<file path="src/rtl/apb_cmd_master_pkg.sv">
// Shared types for the APB command master: FSM states, the host command record,
// and the register numbers also used by the k-means register file.
package apb_master_pkg;

    localparam int CMD_ADDR_W = 8;
    localparam int CMD_DATA_W = 91;

    typedef enum logic [1:0] {
        ST_IDLE   = 2'd0,
        ST_SETUP  = 2'd1,
        ST_ACCESS = 2'd2,
        ST_RESP   = 2'd3
    } state_e;

    typedef struct packed {
        logic                  write;
        logic [CMD_ADDR_W-1:0] addr;
        logic [CMD_DATA_W-1:0] wdata;
    } cmd_t;

    // The master forwards any address; these names exist so host code and the
    // register file agree on the numbering.
    typedef enum logic [CMD_ADDR_W-1:0] {
        REG_INTERNAL_STATUS = 8'd0,
        REG_GO              = 8'd1,
        REG_CENT_1          = 8'd2,
        REG_CENT_2          = 8'd3,
        REG_CENT_3          = 8'd4,
        REG_CENT_4          = 8'd5,
        REG_CENT_5          = 8'd6,
        REG_CENT_6          = 8'd7,
        REG_CENT_7          = 8'd8,
        REG_CENT_8          = 8'd9,
        REG_RAM_ADDR        = 8'd10,
        REG_RAM_DATA        = 8'd11,
        REG_FIRST_RAM_ADDR  = 8'd12,
        REG_LAST_RAM_ADDR   = 8'd13
    } reg_num_e;

endpackage

</file>
<file path="src/rtl/apb_cmd_master_if.sv">
// Host command/response handshake plus the APB bus, bundled for the master.
interface apb_cmd_master_if #(
    parameter int addrWidth = 8,
    parameter int dataWidth = 91
);
    logic                 cmd_valid;
    logic                 cmd_ready;
    logic                 cmd_write;
    logic [addrWidth-1:0] cmd_addr;
    logic [dataWidth-1:0] cmd_wdata;

    logic                 rsp_valid;
    logic                 rsp_ready;
    logic                 rsp_write;
    logic [dataWidth-1:0] rsp_rdata;
    logic                 rsp_err;

    logic                 psel;
    logic                 penable;
    logic                 pwrite;
    logic [addrWidth-1:0] paddr;
    logic [dataWidth-1:0] pwdata;
    logic [dataWidth-1:0] prdata;
    logic                 pready;

    logic                 busy;

    modport master (
        input  cmd_valid, cmd_write, cmd_addr, cmd_wdata,
        output cmd_ready,
        output rsp_valid, rsp_write, rsp_rdata, rsp_err,
        input  rsp_ready,
        output psel, penable, pwrite, paddr, pwdata,
        input  prdata, pready,
        output busy
    );

    modport slave (
        output cmd_valid, cmd_write, cmd_addr, cmd_wdata,
        input  cmd_ready,
        input  rsp_valid, rsp_write, rsp_rdata, rsp_err,
        output rsp_ready,
        input  psel, penable, pwrite, paddr, pwdata,
        output prdata, pready,
        input  busy
    );

endinterface

</file>
<file path="src/rtl/apb_cmd_master_fifo.sv">
// Synchronous circular FIFO holding pending host commands; head is visible
// combinationally and registered by the consumer when it pops.
module cmd_fifo #(
    parameter int WIDTH = 8,
    parameter int DEPTH = 4
) (
    input  logic                       clk,
    input  logic                       rst,
    input  logic                       push,
    input  logic [WIDTH-1:0]           push_data,
    input  logic                       pop,
    output logic [WIDTH-1:0]           pop_data,
    output logic                       full,
    output logic                       empty,
    output logic [$clog2(DEPTH+1)-1:0] count
);
    localparam int PTR_W = $clog2(DEPTH);
    localparam int CNT_W = $clog2(DEPTH + 1);

    logic [WIDTH-1:0] mem [DEPTH];
    logic [PTR_W-1:0] wr_ptr_reg;
    logic [PTR_W-1:0] rd_ptr_reg;
    logic [CNT_W-1:0] count_reg;
    logic             push_ok;
    logic             pop_ok;

    // Full comes from the registered count only, so a same-cycle pop never
    // opens a slot for a push.
    assign full    = (count_reg == CNT_W'(DEPTH));
    assign empty   = (count_reg == '0);
    assign count   = count_reg;
    assign push_ok = push && !full;
    assign pop_ok  = pop && !empty;

    always_ff @(posedge clk) begin
        if (rst) begin
            wr_ptr_reg <= '0;
            rd_ptr_reg <= '0;
            count_reg  <= '0;
        end else begin
            if (push_ok) begin
                wr_ptr_reg <= wr_ptr_reg + 1'b1;
            end
            if (pop_ok) begin
                rd_ptr_reg <= rd_ptr_reg + 1'b1;
            end
            count_reg <= count_reg + CNT_W'(push_ok) - CNT_W'(pop_ok);
        end
    end

    always_ff @(posedge clk) begin
        if (push_ok) begin
            mem[wr_ptr_reg] <= push_data;
        end
    end

    assign pop_data = mem[rd_ptr_reg];

endmodule

</file>
<file path="src/rtl/apb_cmd_master.sv">
// APB initiator: drains queued host commands into APB transfers, one response
// per command, with an ACCESS-phase timeout so a silent slave cannot hang the host.
module apb_cmd_master
    import apb_master_pkg::*;
#(
    parameter int addrWidth  = 8,
    parameter int dataWidth  = 91,
    parameter int FIFO_DEPTH = 4,
    parameter int TIMEOUT    = 16
) (
    input  logic                clk,
    input  logic                rst,
    apb_cmd_master_if.master    bus
);
    localparam int TMO_W = $clog2(TIMEOUT + 1);
    localparam int CNT_W = $clog2(FIFO_DEPTH + 1);

    typedef struct packed {
        logic                 write;
        logic [addrWidth-1:0] addr;
        logic [dataWidth-1:0] wdata;
    } xfer_t;

    state_e               state_reg, state_next;
    xfer_t                xfer_reg;
    logic [TMO_W-1:0]     tmo_reg, tmo_next;
    logic                 rsp_write_reg;
    logic [dataWidth-1:0] rsp_rdata_reg, rsp_rdata_next;
    logic                 rsp_err_reg, rsp_err_next;
    logic                 rsp_load;

    xfer_t                push_entry;
    xfer_t                fifo_head;
    logic                 fifo_pop;
    logic                 fifo_full;
    logic                 fifo_empty;
    logic [CNT_W-1:0]     fifo_count;
    logic                 apb_active;

    assign push_entry = '{write: bus.cmd_write, addr: bus.cmd_addr, wdata: bus.cmd_wdata};

    cmd_fifo #(
        .WIDTH ($bits(xfer_t)),
        .DEPTH (FIFO_DEPTH)
    ) u_cmd_fifo (
        .clk       (clk),
        .rst       (rst),
        .push      (bus.cmd_valid),
        .push_data (push_entry),
        .pop       (fifo_pop),
        .pop_data  (fifo_head),
        .full      (fifo_full),
        .empty     (fifo_empty),
        .count     (fifo_count)
    );

    always_comb begin
        state_next     = state_reg;
        tmo_next       = tmo_reg;
        fifo_pop       = 1'b0;
        rsp_load       = 1'b0;
        rsp_err_next   = 1'b0;
        rsp_rdata_next = '0;
        case (state_reg)
            ST_IDLE: begin
                if (!fifo_empty) begin
                    fifo_pop   = 1'b1;
                    state_next = ST_SETUP;
                end
            end
            ST_SETUP: begin
                tmo_next   = '0;
                state_next = ST_ACCESS;
            end
            ST_ACCESS: begin
                tmo_next = tmo_reg + 1'b1;
                // pready is checked first so a completion on the final
                // allowed cycle still counts as success.
                if (bus.pready) begin
                    rsp_load       = 1'b1;
                    rsp_rdata_next = xfer_reg.write ? '0 : bus.prdata;
                    state_next     = ST_RESP;
                end else if (tmo_reg == TMO_W'(TIMEOUT - 1)) begin
                    rsp_load     = 1'b1;
                    rsp_err_next = 1'b1;
                    state_next   = ST_RESP;
                end
            end
            ST_RESP: begin
                if (bus.rsp_ready) begin
                    state_next = ST_IDLE;
                end
            end
            default: begin
                state_next = ST_IDLE;
            end
        endcase
    end

    always_ff @(posedge clk) begin
        if (rst) begin
            state_reg     <= ST_IDLE;
            tmo_reg       <= '0;
            xfer_reg      <= '0;
            rsp_write_reg <= 1'b0;
            rsp_rdata_reg <= '0;
            rsp_err_reg   <= 1'b0;
        end else begin
            state_reg <= state_next;
            tmo_reg   <= tmo_next;
            if (fifo_pop) begin
                xfer_reg <= fifo_head;
            end
            if (rsp_load) begin
                rsp_write_reg <= xfer_reg.write;
                rsp_rdata_reg <= rsp_rdata_next;
                rsp_err_reg   <= rsp_err_next;
            end
        end
    end

    // APB outputs are forced to zero whenever no transfer is on the bus.
    assign apb_active  = (state_reg == ST_SETUP) || (state_reg == ST_ACCESS);
    assign bus.psel    = apb_active;
    assign bus.penable = (state_reg == ST_ACCESS);
    assign bus.pwrite  = apb_active && xfer_reg.write;
    assign bus.paddr   = apb_active ? xfer_reg.addr  : '0;
    assign bus.pwdata  = apb_active ? xfer_reg.wdata : '0;

    assign bus.cmd_ready = !fifo_full;
    assign bus.rsp_valid = (state_reg == ST_RESP);
    assign bus.rsp_write = rsp_write_reg;
    assign bus.rsp_rdata = rsp_rdata_reg;
    assign bus.rsp_err   = rsp_err_reg;
    assign bus.busy      = (fifo_count != '0) || (state_reg != ST_IDLE);

endmodule

</file>
<file path="src/flat_wrapper.sv">
// flat-port wrapper written by rule: the top's interface ports become plain ports
module apb_cmd_master_flat import apb_master_pkg::*;
#(
    parameter int addrWidth  = 8,
    parameter int dataWidth  = 91,
    parameter int FIFO_DEPTH = 4,
    parameter int TIMEOUT    = 16
)
  (clk, rst, bus_cmd_valid, bus_cmd_write, bus_cmd_addr, bus_cmd_wdata, bus_cmd_ready, bus_rsp_valid, bus_rsp_write, bus_rsp_rdata, bus_rsp_err, bus_rsp_ready, bus_psel, bus_penable, bus_pwrite, bus_paddr, bus_pwdata, bus_prdata, bus_pready, bus_busy);
  apb_cmd_master_if #(.addrWidth(addrWidth), .dataWidth(dataWidth)) bus_i ();
  input  logic clk;
  input  logic rst;
  input wire logic [$bits(bus_i.cmd_valid)-1:0] bus_cmd_valid;
  input wire logic [$bits(bus_i.cmd_write)-1:0] bus_cmd_write;
  input wire logic [$bits(bus_i.cmd_addr)-1:0] bus_cmd_addr;
  input wire logic [$bits(bus_i.cmd_wdata)-1:0] bus_cmd_wdata;
  output wire logic [$bits(bus_i.cmd_ready)-1:0] bus_cmd_ready;
  output wire logic [$bits(bus_i.rsp_valid)-1:0] bus_rsp_valid;
  output wire logic [$bits(bus_i.rsp_write)-1:0] bus_rsp_write;
  output wire logic [$bits(bus_i.rsp_rdata)-1:0] bus_rsp_rdata;
  output wire logic [$bits(bus_i.rsp_err)-1:0] bus_rsp_err;
  input wire logic [$bits(bus_i.rsp_ready)-1:0] bus_rsp_ready;
  output wire logic [$bits(bus_i.psel)-1:0] bus_psel;
  output wire logic [$bits(bus_i.penable)-1:0] bus_penable;
  output wire logic [$bits(bus_i.pwrite)-1:0] bus_pwrite;
  output wire logic [$bits(bus_i.paddr)-1:0] bus_paddr;
  output wire logic [$bits(bus_i.pwdata)-1:0] bus_pwdata;
  input wire logic [$bits(bus_i.prdata)-1:0] bus_prdata;
  input wire logic [$bits(bus_i.pready)-1:0] bus_pready;
  output wire logic [$bits(bus_i.busy)-1:0] bus_busy;
  assign bus_i.cmd_valid = bus_cmd_valid;
  assign bus_i.cmd_write = bus_cmd_write;
  assign bus_i.cmd_addr = bus_cmd_addr;
  assign bus_i.cmd_wdata = bus_cmd_wdata;
  assign bus_cmd_ready = bus_i.cmd_ready;
  assign bus_rsp_valid = bus_i.rsp_valid;
  assign bus_rsp_write = bus_i.rsp_write;
  assign bus_rsp_rdata = bus_i.rsp_rdata;
  assign bus_rsp_err = bus_i.rsp_err;
  assign bus_i.rsp_ready = bus_rsp_ready;
  assign bus_psel = bus_i.psel;
  assign bus_penable = bus_i.penable;
  assign bus_pwrite = bus_i.pwrite;
  assign bus_paddr = bus_i.paddr;
  assign bus_pwdata = bus_i.pwdata;
  assign bus_i.prdata = bus_prdata;
  assign bus_i.pready = bus_pready;
  assign bus_busy = bus_i.busy;
  apb_cmd_master #(.addrWidth(addrWidth), .dataWidth(dataWidth), .FIFO_DEPTH(FIFO_DEPTH), .TIMEOUT(TIMEOUT)) u_core (.clk(clk), .rst(rst), .bus(bus_i));
endmodule
</file>
<file path="config.mk">
export PLATFORM = sky130hd
export DESIGN_NAME = apb_cmd_master_flat
export DESIGN_NICKNAME = d
export VERILOG_FILES = /design/src/rtl/apb_cmd_master_pkg.sv /design/src/rtl/apb_cmd_master_if.sv /design/src/rtl/apb_cmd_master_fifo.sv /design/src/rtl/apb_cmd_master.sv /design/src/flat_wrapper.sv
export SDC_FILE = /design/constraint.sdc
export NUM_CORES = 1
export LEC_CHECK = 0
export BUFFER_PORTS_ARGS = -buffer_cell sky130_fd_sc_hd__buf_4
export CORE_ASPECT_RATIO = 1.1
export CORE_MARGIN = 2
export CORE_UTILIZATION = 55
export CTS_CLUSTER_SIZE = 25
export DETAILED_ROUTE_END_ITERATION = 16
export GPL_ROUTABILITY_DRIVEN = 0
export HOLD_SLACK_MARGIN = 0.15
export PLACE_DENSITY = 0.76
export SLEW_MARGIN = 30
export SYNTH_ARGS = -nofsm -noshare
export SYNTH_HDL_FRONTEND = slang
export SYNTH_SLANG_ARGS = --single-unit
</file>
<file path="constraint.sdc">
create_clock -name clk -period 5.1 [get_ports clk]
set_input_delay 1.02 -clock clk [delete_from_list [all_inputs] [get_ports clk]]
set_output_delay 1.02 -clock clk [all_outputs]
set_load 0.005 [all_outputs]
</file>
==> flow_summary.yaml <==
floorplan:
  io_pins: 394
  fp.dieW_um: 195
  rows: 76
  coreArea_um2: 39400
  initial_core_util_pct: 56.1
  die_area_um2: 41800
  dieHeight_um: 214
layout:
  fin_nets: 1851
  nFillCells: 2554
  multi_input_area_um2: 5380
  largest_register_ffs: 400
  mostFrequentLayoutCells: "buf_4 (405), edfxtp_1 (400), dfxtp_1 (205)"
  final_common_cell: "buf_4"
  design_area_um2: 27400
  drive_above_1_share_pct: 36.7
  sequential_cell_area_um2: 16200
  syn_to_final_growth_pct: 24.3
drt:
  num_vias: 12700
  routed_wl_um: 50400
  viasPerCell: 5.77
  routed.top_layer: "met4"
  drcViolationCount: 0
  wl_met3_um: 4160
  antenna_left: 0
  drt_iter0_drc: 701
  drt-pass1-iter-count: 5
  wl_per_cell_um: 22.9
  wl_met1_um: 19500
  wl_met2_um: 25200
sta:
  finalMaxSlewViolations: 0
  tightest_slew_ns: 0.946
  post-route-period-util_pct: 65.0
  setup_tns_ns: 0
  grt_setup_unrepaired: "false"
  setup_violations: 0
  fin_crit_ns: 3.32
  clock.fmax_mhz: 301
  report.final.hold_viol_count: 0
  slew_headroom_pct: 37.0
  finClkSkew_ns: 0.0217
  fin_hold_ws_ns: 0.469
synthesis:
  syn_area_per_cell_um2: 17.5
  seq_area_frac_synth_pct: 73.2
  synthDistinctLibCells: 43
  synth-seq-cells: 607
  syn_nets: 1470
  synth_warnings: 0
  synthFlopType: "edfxtp_1"
  synth_area_um2: 22100
  synthCells: 1261
  synth-edff-count: 400
  async_flop_share_pct: 0
clocking:
  path_clk_slew_ns: 0.06
  root_buffer: "clkbuf_16"
  hold_buffers: 0
  clock_latency_ns: 0.62
  clk_path_buf_depth: 3
  post_cts_buffers: 0
  cts_sinks: 607
  cts_tree: "done"
  cts_repair_resize_count: 0
  cts_buffers: 57
  h-tree-depth: 2
critical_path:
  required_ns: 4.08
  path_max_fanout: 61
  arrival_ns: 2.30
  crit_path_start_kind: "flip-flop"
  critPathKind: "reg -> out"
  end_kind: "output pin"
power_and_ir_drop:
  vdd.ir_drop.worst_uv: 341
  p_leak_nw: 10.2
  p_per_area_nw_per_um2: 505
grt:
  grt_pass1_vias: 13000
  grt_first_pass_wirelength_um: 76400
  grt_antenna_before_repair: 5
  grtUsageTotal_pct: 24.0
  grt_max_degree: 108
  grt.overflow.total: 0
min_path:
  hold_path.class: "reg -> reg"
status:
  status: "finished, final reports clean"
place:
  dpl-instance-area_um2: 25300
  hpwl_um: 30300
  port_buffers: 393
run:
  drv_cap: 0
-- cell families (layout without fill, tap and decap cells) --
| logic type | after synthesis | count (layout) | share of synthesized area, % |
|---|---|---|---|
| buffers and inverters | 99 | 529 | 2.65 |
| other | 0 | 5 | 0 |
| adders and majority gates | 13 | 13 | 0.771 |
| muxes | 101 | 101 | 10.2 |
| and+or+nand+nor | 228 | 228 | 5.38 |
| xor gates and xnor gates | 3 | 3 | 0.119 |
| AOI/OAI and AO/OA | 210 | 210 | 7.65 |
| DFF | 607 | 607 | 73.2 |
-- synthesized netlist by cell type, types with 2 or more instances --
cell type / instances / area [um^2]
a21o_1: 2 / 15.0
buf_6: 21 / 236
buf_1: 3 / 11.3
xor2_1: 2 / 17.5
dfxtp_1: 207 / 4140
clkbuf_1: 39 / 146
nor4_1: 2 / 12.5
buf_2: 17 / 85.1
mux4_2: 100 / 2250
and2_1: 102 / 638
edfxtp_1: 400 / 12000
ha_1: 12 / 150
and3_1: 5 / 31.3
buf_4: 9 / 67.6
a22o_1: 100 / 876
a211oi_1: 2 / 15.0
inv_1: 10 / 37.5
a21oi_1: 7 / 35.0
nor2_1: 96 / 360
nand3_1: 4 / 20.0
nor2b_1: 3 / 18.8
nand2_1: 5 / 18.8
o21ai_0: 3 / 15.0
a22oi_1: 91 / 683
-- cell type report --
type | instances | area share, %
clock buffers | 76 | 5.83
repair buffers | 411 | 11.5
multi-input cells | 555 | 19.6
clock inverters | 32 | 1.64
well taps | 507 | 2.31
inverters | 10 | 0.137
diodes | 5 | 0.0456
flip-flops and latches | 607 | 58.9
-- per-layer routing --
layer  up-vias  track usage (%)
li1       5689                -
met1      6432             30.5
met2       502             39.9
met3        86             6.10
met4         0             9.36
met5         -                0
-- worst max-delay path, stage by stage, from the launching register on --
cell     delay [ns]
dfxtp_1        0.37
inv_1          0.10
ha_4           0.58
buf_12         0.27
and2_1         0.19
buf_4          0.11
-- worst paths after layout --
kind / from / cells past startpoint / slack [ns] / endpoint
worst max-delay path: u_core.state_reg[1]$_SDFFE_PP0P_ / 5 / 1.78 / bus_pwdata[77]
worst min-delay path: u_core.xfer_reg[26]$_SDFFE_PP0P_ / 1 / 0.47 / u_core.xfer_reg[26]$_SDFFE_PP0P_
worst max register to register: u_core.state_reg[0]$_SDFFE_PP0P_ / 6 / 2.46 / u_core.bus.rsp_rdata[15]$_SDFFE_PP0P_
worst min register to register: u_core.xfer_reg[26]$_SDFFE_PP0P_ / 1 / 0.47 / u_core.xfer_reg[26]$_SDFFE_PP0P_
-- per-stage QoR --
step / utilization [%] / power (mW) / cells / worst slack, ns
3_3_place_gp: 64.4 / 9.34 / 2088 / 2.20
5_1_grt: 69.7 / 14.4 / 2202 / 1.60
3_5_place_dp: 64.4 / 9.43 / 2088 / 2.20
6_report: 69.7 / 13.9 / 2203 / 1.78
4_1_cts: 69.6 / 14.0 / 2196 / 1.59
2_1_floorplan: - / 8.30 / 1261 / 0.983
-- report_power, final --
part | switching, mW | internal [mW] | total (mW)
logic | 1.43 | 1.48 | 2.91
registers | 0.435 | 6.01 | 6.45
clock network | 1.80 | 2.72 | 4.52
total | 3.66 | 10.2 | 13.9
No activity file was read; power rests on OpenSTA's default activity.
